==> config.mk <==
export PLATFORM = sky130hd
export DESIGN_NAME = carrier_cfg_ctrl_flat
export DESIGN_NICKNAME = d
export VERILOG_FILES = /design/src/rtl/carrier_pkg.sv /design/src/rtl/carrier_cfg_ctrl_if.sv /design/src/rtl/carrier_cfg_ctrl_sym_timer.sv /design/src/rtl/carrier_cfg_ctrl.sv /design/src/flat_wrapper.sv
export SDC_FILE = /design/constraint.sdc
export NUM_CORES = 1
export LEC_CHECK = 0
export BUFFER_PORTS_ARGS = -buffer_cell sky130_fd_sc_hd__buf_2
export CORE_ASPECT_RATIO = 1.1
export CORE_MARGIN = 10
export CORE_UTILIZATION = 52
export CTS_CLUSTER_SIZE = 28
export DETAILED_ROUTE_END_ITERATION = 16
export PLACE_DENSITY = 0.78
export RECOVER_POWER = 50
export SYNTH_ARGS = -nofsm -noshare
export SYNTH_HDL_FRONTEND = slang
export SYNTH_SLANG_ARGS = --single-unit
==> constraint.sdc <==
create_clock -name clk -period 2 [get_ports clk]
set_input_delay 0.1 -clock clk [delete_from_list [all_inputs] [get_ports clk]]
set_output_delay 0.1 -clock clk [all_outputs]
set_load 0.05 [all_outputs]
==> src/rtl/carrier_pkg.sv <==
// rtl/carrier_pkg.sv - shared constants and types for the carrier configuration path
package carrier_pkg;

   localparam int FREQ_W = 16;
   localparam logic [FREQ_W-1:0] FREQ_MAX_HZ = 16'd57260;

   // Carrier-generator clock is 230,401.25 Hz; kept in millihertz to stay integral.
   localparam int unsigned CARRIER_CLK_MHZ_X1000 = 32'd230401250;

   typedef enum logic {
      IDLE = 1'b0,
      PEND = 1'b1
   } cfg_state_t;

   function automatic logic freq_legal(input logic [FREQ_W-1:0] f,
                                       input logic [FREQ_W-1:0] fmax);
      return (f != '0) && (f <= fmax);
   endfunction

endpackage

==> src/rtl/carrier_cfg_ctrl_if.sv <==
// rtl/carrier_cfg_ctrl_if.sv - frequency request handshake between requester and controller
interface carrier_cfg_if;
   import carrier_pkg::*;

   logic              cfg_valid;
   logic [FREQ_W-1:0] cfg_freq;
   logic              cfg_ready;
   logic              cfg_err;

   modport master (
      output cfg_valid,
      output cfg_freq,
      input  cfg_ready,
      input  cfg_err
   );

   modport slave (
      input  cfg_valid,
      input  cfg_freq,
      output cfg_ready,
      output cfg_err
   );

endinterface

==> src/rtl/carrier_cfg_ctrl_sym_timer.sv <==
// rtl/carrier_cfg_ctrl_sym_timer.sv - free-running symbol counter with last-cycle strobe
module sym_timer #(
   parameter int SYM_LEN = 64,
   parameter int CNT_W   = $clog2(SYM_LEN)
) (
   input  logic             clk,
   input  logic             rst_n,
   output logic [CNT_W-1:0] sym_cnt,
   output logic             sym_strobe
);

   localparam logic [CNT_W-1:0] LAST = CNT_W'(SYM_LEN - 1);

   logic [CNT_W-1:0] cnt_nxt;

   always_comb begin
      cnt_nxt = (sym_cnt == LAST) ? '0 : sym_cnt + CNT_W'(1);
   end

   // Strobe is registered from the next count so it lines up with sym_cnt == LAST.
   always_ff @(posedge clk or negedge rst_n) begin
      if (!rst_n) begin
         sym_cnt    <= '0;
         sym_strobe <= 1'b0;
      end else begin
         sym_cnt    <= cnt_nxt;
         sym_strobe <= (cnt_nxt == LAST);
      end
   end

endmodule

==> src/rtl/carrier_cfg_ctrl.sv <==
// rtl/carrier_cfg_ctrl.sv - range-checks carrier frequency requests and applies them on symbol boundaries
module carrier_cfg_ctrl
   import carrier_pkg::*;
#(
   parameter int                SYM_LEN      = 64,
   parameter logic [FREQ_W-1:0] FREQ_MAX     = FREQ_MAX_HZ,
   parameter logic [FREQ_W-1:0] DEFAULT_FREQ = 16'd10000,
   parameter int                CNT_W        = $clog2(SYM_LEN)
) (
   input  logic              clk,
   input  logic              rst_n,
   carrier_cfg_if.slave      cfg,
   output logic              busy,
   output logic [FREQ_W-1:0] freq,
   output logic              freq_upd,
   output logic              carrier_rst_n,
   output logic              sym_strobe,
   output logic [CNT_W-1:0]  sym_cnt
);

   cfg_state_t        state, state_nxt;
   logic [FREQ_W-1:0] pend_freq;
   logic              hs;
   logic              legal;
   logic              apply;
   logic              change;

   sym_timer #(
      .SYM_LEN (SYM_LEN),
      .CNT_W   (CNT_W)
   ) u_sym_timer (
      .clk        (clk),
      .rst_n      (rst_n),
      .sym_cnt    (sym_cnt),
      .sym_strobe (sym_strobe)
   );

   assign hs     = (state == IDLE) && cfg.cfg_valid;
   assign legal  = freq_legal(cfg.cfg_freq, FREQ_MAX);
   assign apply  = (state == PEND) && sym_strobe;
   assign change = apply && (pend_freq != freq);

   always_ff @(posedge clk or negedge rst_n) begin
      if (!rst_n) begin
         state <= IDLE;
      end else begin
         state <= state_nxt;
      end
   end

   // A request accepted on a strobe cycle lands in PEND after that edge, so it waits a full symbol.
   always_comb begin
      state_nxt = state;
      case (state)
         IDLE:    if (hs && legal) state_nxt = PEND;
         PEND:    if (sym_strobe)  state_nxt = IDLE;
         default: state_nxt = IDLE;
      endcase
   end

   always_comb begin
      cfg.cfg_ready = (state == IDLE);
      busy          = (state == PEND);
   end

   always_ff @(posedge clk or negedge rst_n) begin
      if (!rst_n) begin
         pend_freq     <= DEFAULT_FREQ;
         freq          <= DEFAULT_FREQ;
         freq_upd      <= 1'b0;
         carrier_rst_n <= 1'b0;
         cfg.cfg_err   <= 1'b0;
      end else begin
         freq_upd      <= change;
         carrier_rst_n <= !change;
         if (change) begin
            freq <= pend_freq;
         end
         if (hs) begin
            if (legal) begin
               pend_freq   <= cfg.cfg_freq;
               cfg.cfg_err <= 1'b0;
            end else begin
               cfg.cfg_err <= 1'b1;
            end
         end
      end
   end

endmodule
==> src/flat_wrapper.sv <==
// flat-port wrapper written by rule: the top's interface ports become plain ports
module carrier_cfg_ctrl_flat import carrier_pkg::*;
#(
   parameter int                SYM_LEN      = 64,
   parameter logic [FREQ_W-1:0] FREQ_MAX     = FREQ_MAX_HZ,
   parameter logic [FREQ_W-1:0] DEFAULT_FREQ = 16'd10000,
   parameter int                CNT_W        = $clog2(SYM_LEN)
)
  (clk, rst_n, busy, freq, freq_upd, carrier_rst_n, sym_strobe, sym_cnt, cfg_cfg_valid, cfg_cfg_freq, cfg_cfg_ready, cfg_cfg_err);
  carrier_cfg_if cfg_i ();
  input  logic clk;
  input  logic rst_n;
  output logic busy;
  output logic [FREQ_W-1:0] freq;
  output logic freq_upd;
  output logic carrier_rst_n;
  output logic sym_strobe;
  output logic [CNT_W-1:0] sym_cnt;
  input wire logic [$bits(cfg_i.cfg_valid)-1:0] cfg_cfg_valid;
  input wire logic [$bits(cfg_i.cfg_freq)-1:0] cfg_cfg_freq;
  output wire logic [$bits(cfg_i.cfg_ready)-1:0] cfg_cfg_ready;
  output wire logic [$bits(cfg_i.cfg_err)-1:0] cfg_cfg_err;
  assign cfg_i.cfg_valid = cfg_cfg_valid;
  assign cfg_i.cfg_freq = cfg_cfg_freq;
  assign cfg_cfg_ready = cfg_i.cfg_ready;
  assign cfg_cfg_err = cfg_i.cfg_err;
  carrier_cfg_ctrl #(.SYM_LEN(SYM_LEN), .FREQ_MAX(FREQ_MAX), .DEFAULT_FREQ(DEFAULT_FREQ), .CNT_W(CNT_W)) u_core (.clk(clk), .rst_n(rst_n), .cfg(cfg_i), .busy(busy), .freq(freq), .freq_upd(freq_upd), .carrier_rst_n(carrier_rst_n), .sym_strobe(sym_strobe), .sym_cnt(sym_cnt));
endmodule
* Word-level counts from Yosys, hierarchy flattened
Index checks and enable logic that the tools add are counted.
** Word-level totals
- Bits of input ports :: 19
- Bits in latches :: 0
- Register bits after elaboration :: 43
- Word-level logic and storage cells :: 27
- Memories :: 0
- Bits in writable memories :: 0
- Bits in read-only memories :: 0
** Operators by class
- $add $sub $neg :: 1
- $lt $le $gt $ge :: 1
- Shift operators :: 0
- Mux-type cells :: 5
- Bitwise gates (word level) :: 1
- Reductions and logical operators :: 8
- Equality and inequality tests :: 3
- Multipliers :: 0
- Div/mod/pow operators :: 0
** Operators with widths (number)
- less-or-equal comparator 16 bit (second input constant) :: 1
- inequality test 16 bit :: 1
- nonzero test 16 bit :: 1
- == test 6 bit (second input constant) :: 2
- adder 6 x 1 -> 6 bit (second input constant) :: 1
- 2-to-1 mux 6 bit :: 1
- logical AND 1 bit :: 5
- 2-to-1 mux 1 bit :: 3
- one-hot mux 1 bit (2 select lines) :: 1
- AND reduction 2 bit :: 1
- zero test 1 bit :: 1
- NOT 1 bit :: 1

* Logic depth before layout (Yosys ltp)
Gate-level depths: netlist of the first run.
- Word-level depth :: 5
- Gate-level depth with buffers :: 7
- Depth with buffers taken out :: 6

* Cells and area by module
From an unflattened synthesis of the first run, not the netlist that was laid out.
** Unflattened totals
- Cell total of the unflattened synthesis :: 140
- Area, all modules :: 1950.6 µm²
** By module, submodules not included
- carrier_cfg_ctrl :: area each 1642.8 µm², times used 1, cells an instance 114
- sym_timer :: area each 307.8 µm², times used 1, cells an instance 26

* Worst setup path before layout of the first run
Ideal clock, no wire load.
- Path type :: register to register
- Start point :: register u_core.freq[12]
- End point :: register u_core.freq[11]
- Clock period less this slack :: 2031 ps
- Cell stages (with the launch flop) :: 8
- Data arrival time :: 1906 ps
- Slack :: -31 ps
- Data required time :: 1875 ps
- Library setup time :: 125 ps
- Path through :: dfrtp_1 > xor2_1 > nor4_1 > nand4_1 > and3_1 > buf_6 > buf_12 > mux2_4
** Between the ends
- Cells in the longest elaborated chain, start to end :: 2
** RTL lines
- from (decl) :: line carrier_cfg_ctrl.sv:14 : output logic [FREQ_W-1:0] freq,
- from (signal assigned) :: line carrier_cfg_ctrl.sv:77 : freq <= pend_freq;
- inequality test 16 bit :: line carrier_cfg_ctrl.sv:41 : assign change = apply && (pend_freq != freq);
- logical AND 1 bit :: line carrier_cfg_ctrl.sv:41
- via u_core.change :: line carrier_cfg_ctrl.sv:26 : logic change;
The timed path passes the listed nets, and every way through them passes these cells.
A chain may end at the register's enable or synchronous reset.

* Final worst setup path of the first run
- Start point :: register u_core.freq[13]
- End point :: register u_core.freq[14]
** Between the ends
- Cells in the longest elaborated chain, start to end :: 2
** RTL lines (line)
- inequality test 16 bit :: carrier_cfg_ctrl.sv:41
- logical AND 1 bit :: carrier_cfg_ctrl.sv:41
No other way between the ends.

==> metrics.md, run 1 <==
| Metric | Value |
|---|---|
| Layout cells sized above 1 | 0.442 |
| Slew @ Worst Pin | around 0.95 ns |
| Final core utilization | 0.644 |
| Via count | around 1300 |
| Final period utilization | 0.947 |
| DP HPWL | 3.49 mm |
| Global route overflow | 0 |
| Core footprint | 3630 um^2 |
| Maxcap violations | 0 |
| Initial antenna violation count | 0 |
| # IOs | 47 |
| Largest net degree at the start of global routing | 41 |
| # DRC | 0 |
| Syn Inst Count | around 140 |
| Leak pwr | ~1.1 nW |
| Outcome | finished, final reports clean |
| Fin crit period | around 1.9 ns |
| Drt initial violations | 89 |
| CP Launch Type | flop |
| CTS tree | done |
| Total power | 0.00161 W |
| TritonCTS Sinks | 43 |
| Mapped Nets | roughly 160 |
| Ant diodes | 0 |
| Sequential area share after synthesis | 0.560 |
| WL/cell | roughly 18 um |
| Gr usage total | 0.137 |
| Final Max Tran Viols | 0 |
| Clock buffer depth | 2 |
| TritonCTS Buffers | 5 |
| Placed Area | ~2200 um^2 |
| Clk slew on worst S/H paths | approximately 0.08 ns |
| Die width | roughly 80 um |
| Seq cells post-synth | 43 |
| Final Setup Violations | 0 |
| Die Footprint | roughly 6600 um^2 |
| RSZ-0062 raised after global routing | no |
| Hold Violations, Final | 0 |
| Max stage delay cell, worst path | dfstp_2 |
| Crit path capture type | flop |
| WP data required | 2.18 ns |
| First-pass GRT wire length | approximately 7.3 mm |
| VDD IR max | 480 uV |
| Power per Cell Area | 690 nW/um^2 |
| I/O Buffers | 46 |
| Starting Density | 0.536 |
| Warnings from Yosys | 0 |
| Final Net Count | approximately 220 |
| Cell variety after synth | 28 |
| Rel. slew slack | 0.370 |
| Detail Route Antenna Nets | 0 |
| Crit path kind | flop to flop |
| Vias in the first global route | about 1500 |
| Fmax achieved | 528 MHz |
| Syn Area/Cell | 13.8 um^2 |
| Drt pass-1 iters | 4 |
| Worst hold path class | primary input to flop |
| Clock skew | between 0.01 and 0.015 ns |
| H-Tree Level Count | 2 |
| Fin area | approximately 2300 um^2 |
| Clk root buf | clkbuf_8 |
| Critical path data arrival time | 2.07 ns |
| Vias per cell | 5.39 |
| Worst Path Max Fanout | 10 |
| Final wirelength | 4.52 mm |
| Worst path cell trace | xor2_1 > nor4_2 > nand4_1 > and3_1 > buf_4 > mux2_4 |
| Rows | 23 |
| Die height | 84.1 um |
| Mapped cell area | ~2000 um^2 |
| Routability cong. | around 0.79 |
| Area grow syn2layout | 20.1% |
| Worst skew pair latency | around 0.3 ns |
| Worst stage delay on the critical path | 0.57 ns |
-- power breakdown --
group	leakage, nW	internal [W]	switching, W
combinational	0.563	0.0000443	0.0000570
sequential	0.518	0.000893	0.0000181
clock	0.0515	0.000315	0.000283
-- final cells by class --
cell class              instances  area (um^2)
well taps                      50         62.6
multi-input cells              90          808
fillers                       319         1290
repair buffers                 52          251
inverters                       4         15.0
flip-flops and latches         43         1100
clock buffers                   8          100
-- flip-flops by register name, summed over array words and instances (netlist names) --
register	cells
u_core.carrier_rst_n	1
u_core.busy	1
u_core.u_sym_timer.sym_strobe	1
u_core.freq	16
u_core.pend_freq	16
u_core.freq_upd	1
u_core.cfg.cfg_err	1
u_core.u_sym_timer.sym_cnt	6
-- synth_stat cells, drive strengths merged --
master | number | area share
nor4 | 8 | 0.026
xor2 | 17 | 0.077
o21ai | 2 | 0.0052
inv | 4 | 0.0077
o2111a | 1 | 0.0058
nand2b | 1 | 0.0032
nor2 | 5 | 0.0097
nand3 | 5 | 0.013
a21boi | 1 | 0.0039
nand4b | 1 | 0.0045
dfrtp | 33 | 0.42
a21oi | 1 | 0.0026
o211ai | 1 | 0.0039
o31ai | 1 | 0.0039
o21bai | 1 | 0.0039
dfstp | 10 | 0.14
nand4 | 5 | 0.016
buf | 4 | 0.023
ha | 2 | 0.013
nor2b | 2 | 0.0064
nand2 | 2 | 0.0039
mux2 | 32 | 0.20
and3 | 1 | 0.0032
xnor2 | 1 | 0.0045
-- worst paths after layout --
kind / slack, ns / startpoint / cells after the start / endpoint
max: 0.11 / u_core.freq[13]$_DFFE_PN1P_ / 6 / u_core.freq[14]$_DFFE_PN0P_
min: 0.08 / cfg_cfg_freq[0] / 2 / u_core.pend_freq[0]$_DFFE_PN0P_
max reg2reg: 0.11 / u_core.freq[13]$_DFFE_PN1P_ / 6 / u_core.freq[14]$_DFFE_PN0P_
min reg2reg: 0.50 / u_core.u_sym_timer.sym_cnt[0]$_DFF_PN0_ / 1 / u_core.u_sym_timer.sym_cnt[0]$_DFF_PN0_
max in group asynchronous: 0.82 / rst_n / 3 / u_core.pend_freq[8]$_DFFE_PN1P_
min in group asynchronous: 0.47 / rst_n / 2 / u_core.pend_freq[7]$_DFFE_PN0P_
-- cell usage in the layout, fill, tap and decap left out, drive strengths merged --
cell	instances
xnor2	1
a21oi	1
clkbuf	30
dfrtp	33
nor2	5
o211ai	1
nand4	5
buf	29
o31ai	1
nor2b	2
o21ai	2
dlygate4sd3	1
o2111a	1
o21bai	1
dfstp	10
and3	1
a21boi	1
nor4	8
nand4b	1
inv	4
mux2	32
nand3	5
nand2	2
nand2b	1
xor2	17
ha	2
-- critical path, delay by kind of cell, from the launching register on --
family	cells	cell delay [ns]
xor gates and xnor gates	1	0.08
and+or+nand+nor	3	0.64
DFF	1	0.57
muxes	1	0.30
buffers and inverters	1	0.19
-- layer usage --
metal	wire length [um]	global-route usage	up-vias
li1	-	-	614
met1	1910	0.153	660
met2	2220	0.228	50
met3	336	0.0571	7
met4	58	0.0473	0
met5	0	0	-
-- stage by stage --
step                      hold slack, ns  worst slack, ns  std cells  setup TNS (ns)
after global placement             0.239            0.102        238               0
final                             0.0824            0.106        247               0
after floorplan                   -0.196         -0.00983        141         -0.0367
after CTS                         0.0730           0.0607        247               0
after global routing              0.0813           0.0124        247               0
after detailed placement           0.257           0.0689        238               0
-- kinds of logic (layout without fill, tap and decap cells) --
kind of cell | count (synthesis) | count (layout) | synth area share
AOI/OAI and AO/OA | 8 | 8 | 0.0290
xor gates and xnor gates | 18 | 18 | 0.0811
adders and majority gates | 2 | 2 | 0.0129
buffers and inverters | 8 | 64 | 0.0303
DFF | 43 | 43 | 0.560
muxes | 32 | 32 | 0.201
and+or+nand+nor | 30 | 30 | 0.0856
-- repair_timing --
item | 4_1_cts | 5_1_grt
endpoints found under the setup margin | 0 | 9
endpoints found under the hold margin | 33 | 0
hold buffers | 1 | 0
gates resized for setup | 0 | 2
buffers inserted | 0 | 0
(Power assumes the default switching activity.)
==> run 2: changes to the inputs <==
ABC_AREA = 1   (was unset)
CORE_UTILIZATION = 55   (was 52)
PLACE_DENSITY = 0.8   (was 0.78)
SLEW_MARGIN = 20   (was unset)
clock period = 1.9 ns   (was 2 ns; I/O delays follow)
==> run 2 against run 1 <==
  * Die area is 10% higher
  * Sequential share of layout area is 6.4 points lower
  * Via count is 50% higher
  * Combinational power is 30% lower
  * Global-route usage is 1.1 points higher
  * Fmax is 22% higher
  * Sequential cell count stayed put
  * Worst hold slack worse by 0.051 ns
  * Area after synthesis is 20% higher
  * Critical endpoint is now u_core.freq[5]$_DFFE_PN0P_
==> metrics.md, run 2 <==
| Metric | Value |
|---|---|
| Outcome | finished, final reports clean |
| # IOs | 47 |
| Slew @ Worst Pin | 1.04 ns |
| Die width | between 80 and 90 um |
| Detail Route Antenna Nets | 0 |
| Pint | 0.00127 W |
| VDD IR max | roughly 370 uV |
| Syn Area/Cell | about 7.4 um^2 |
| Drt initial violations | between 100 and 150 |
| Sequential area share after synthesis | 0.467 |
| Post-synth EDFFs | 0 |
| Final period utilization | 0.818 |
| DP HPWL | about 3.8 mm |
| Final core utilization | 0.667 |
| Starting Density | 0.579 |
| TritonCTS Buffers | 5 |
| Placed cells | between 400 and 500 |
| Switching Fraction | 0.213 |
| Clock Power Share | 0.390 |
| TritonCTS Sinks | 43 |
| # DRC | 0 |
| Vias in the first global route | 1908 |
| Fillcell total | around 360 |
| Worst Path Max Fanout | 18 |
| Hold Violations, Final | 0 |
| Clk root buf | clkbuf_8 |
| H-Tree Level Count | 2 |
| Non-filler cells, final | roughly 420 |
| Final wirelength | between 4 and 5 mm |
| Fmax achieved | between 600 and 700 MHz |
| Cell variety after synth | 29 |
| Vias per cell | just under 5 |
| Rows | 24 |
| Syn Inst Count | around 310 |
| Mapped cell area | about 2300 um^2 |
| Most common cell after layout, fill and taps aside | nand2_1 |
| Global route overflow | 0 |
| Post-Synth XOR/XNOR Area | 0.00376 |
| Combinational family with the most area after synthesis | simple AND/OR/NAND/NOR gates |
| Mux cell area share after synthesis | 0 |
| First-pass GRT wire length | around 8.5 mm |
| Comb pwr share | 0.044 |
| Final Net Count | 384 |
| Mapped Nets | ~330 |
| RSZ-0062 raised after global routing | no |
| Largest cells by area after synthesis | dfrtp_1 (35%), nand2_1 (20%), dfstp_2 (11%), nand3_1 (7.7%), inv_1 (7.4%) |
| Critical path data arrival time | 1.79 ns |
| Area taken by multi-input logic gates | slightly above 1000 um^2 |
| Setup total negative slack | 0 ns |
| Fin crit period | about 1.6 ns |
| Post-synth top area share | 0.354 |
| Post-synthesis adder-cell area fraction | 0.0107 |
| Fraction of registers with async set/reset | 1.00 |
| Rel. slew slack | 0.310 |
| Synth area leader | dfrtp_1 |
| Area grow syn2layout | 15.1% |
| CP Launch Type | flop |
| Ant diodes | 0 |
| Final Setup Violations | 0 |
| Core footprint | around 4000 um^2 |
| Post-CTS setup buffer count | 0 |
| Largest net degree at the start of global routing | 44 |
| CTS tree | done |
| Via count | 2000 |
| Clock skew | ~0.0027 ns |
| Worst skew pair latency | between 0.2 and 0.3 ns |
| Reg area | between 1000 and 1500 um^2 |
| Place WS | ~0.37 ns |
| Leak pwr | between 1.5 and 2 nW |
| Psw | roughly 0.00034 W |
| Count leader, synth | nand2_1 |
| Final WS setup | approximately 0.35 ns |
| Most used DFF post-synth | dfrtp_1 |
| I/O Buffers | 46 |
| Initial antenna violation count | 0 |
| Clk slew on worst S/H paths | 0.08 ns |
| Final Max Tran Viols | 0 |
| Crit path kind | flop to flop |
| Gr usage total | 0.148 |
| Reg power frac | 0.567 |
| Most frequent cells in the layout | nand2_1 (122), inv_1 (46), nand3_1 (36), nor2_1 (34), buf_2 (34) |
| Power per Cell Area | approximately 600 nW/um^2 |
| Min Hold Slack | about 0.032 ns |
| Worst hold path class | primary input to flop |
| Clock buffer depth | 2 |
| Die Footprint | about 7200 um^2 |
| Crit path capture type | flop |
| Biggest regs | u_core.freq: 16 flops, u_core.pend_freq: 16 flops, u_core.u_sym_timer.sym_cnt: 6 flops |
| Post-synthesis simple-gate area fraction | 0.400 |
| Routability cong. | about 0.8 |
| WL/cell | 11.9 um |
| Top post-synthesis cells by count | nand2_1 (122), inv_1 (46), nand3_1 (36), nor2_1 (34), dfrtp_1 (33) |
| Compound-Gate Fraction of Synth Area | 0.0188 |
| Warnings from Yosys | 0 |
| WP data required | 2.13 ns |
| Die height | slightly below 90 um |
| Layout cells sized above 1 | 0.184 |
| Maxcap violations | 0 |
| Seq cells post-synth | 43 |
| Drt pass-1 iters | 4 |
[run 2: path summary, 6_finish.rpt]
kind	start	endpoint	slack (ns)	cells after the start
max	u_core.pend_freq[10]$_DFFE_PN1P_	u_core.freq[5]$_DFFE_PN0P_	0.35	10
min	cfg_cfg_freq[8]	u_core.pend_freq[8]$_DFFE_PN1P_	0.03	3
max reg2reg	u_core.pend_freq[10]$_DFFE_PN1P_	u_core.freq[5]$_DFFE_PN0P_	0.35	10
min reg2reg	u_core.pend_freq[9]$_DFFE_PN1P_	u_core.pend_freq[9]$_DFFE_PN1P_	0.48	2
max in group asynchronous	rst_n	u_core.freq[11]$_DFFE_PN0P_	0.67	3
min in group asynchronous	rst_n	u_core.pend_freq[0]$_DFFE_PN0P_	0.60	3
[run 2: cells by family after synthesis]
logic type               after synthesis
AND/OR/NAND/NOR                      207
buffers and inverters                 54
flip-flops                            43
AO/OA/AOI/OAI                          6
adder cells (fa/ha/maj)                2
XOR/XNOR                               1
[run 2: area by class of cell]
| cell class | count | share of cell area |
|---|---|---|
| clock buffer | 8 | 0.0373 |
| tap | 52 | 0.0243 |
| inverter | 48 | 0.0672 |
| timing repair buffer | 49 | 0.0886 |
| sequential | 43 | 0.406 |
| multi-input combinational | 216 | 0.377 |
[run 2: critical path: stages, from the launching register on]
cell and delay (ns):
dfstp_2 0.56, inv_1 0.04, nand2_1 0.05, nand2_1 0.05
nor2_1 0.11, nand2_1 0.07, nor2_2 0.16, nand2_4 0.17
nand2_8 0.16, nand2_1 0.07, nand2_1 0.06
[run 2: power groups by stage]
stage          Combinational, W  Sequential [W]  Clock, W
2_1_floorplan         0.0000207        0.000933         0
3_3_place_gp          0.0000689        0.000933         0
3_5_place_dp          0.0000707        0.000933         0
4_1_cts               0.0000727        0.000915  0.000645
5_1_grt               0.0000803        0.000916  0.000691
6_report              0.0000704        0.000916  0.000629
[run 2: repair_timing]
item,4_1_cts,5_1_grt
resized for setup,0,0
endpoints found under the hold margin,33,0
hold buffers,1,0
[run 2: layer usage]
layer,GRT usage,share of wire,vias to the layer above
li1,-,-,1051
met1,0.178,0.45,892
met2,0.240,0.46,46
met3,0.0507,0.068,11
met4,0.0542,0.022,0
met5,0,0,-
[run 2: through the flow]
step           total power, W  cell area [um^2]
2_1_floorplan        0.000954              2330
3_3_place_gp          0.00100              2590
3_5_place_dp          0.00100              2590
4_1_cts               0.00163              2700
5_1_grt               0.00169              2680
6_report              0.00162              2680
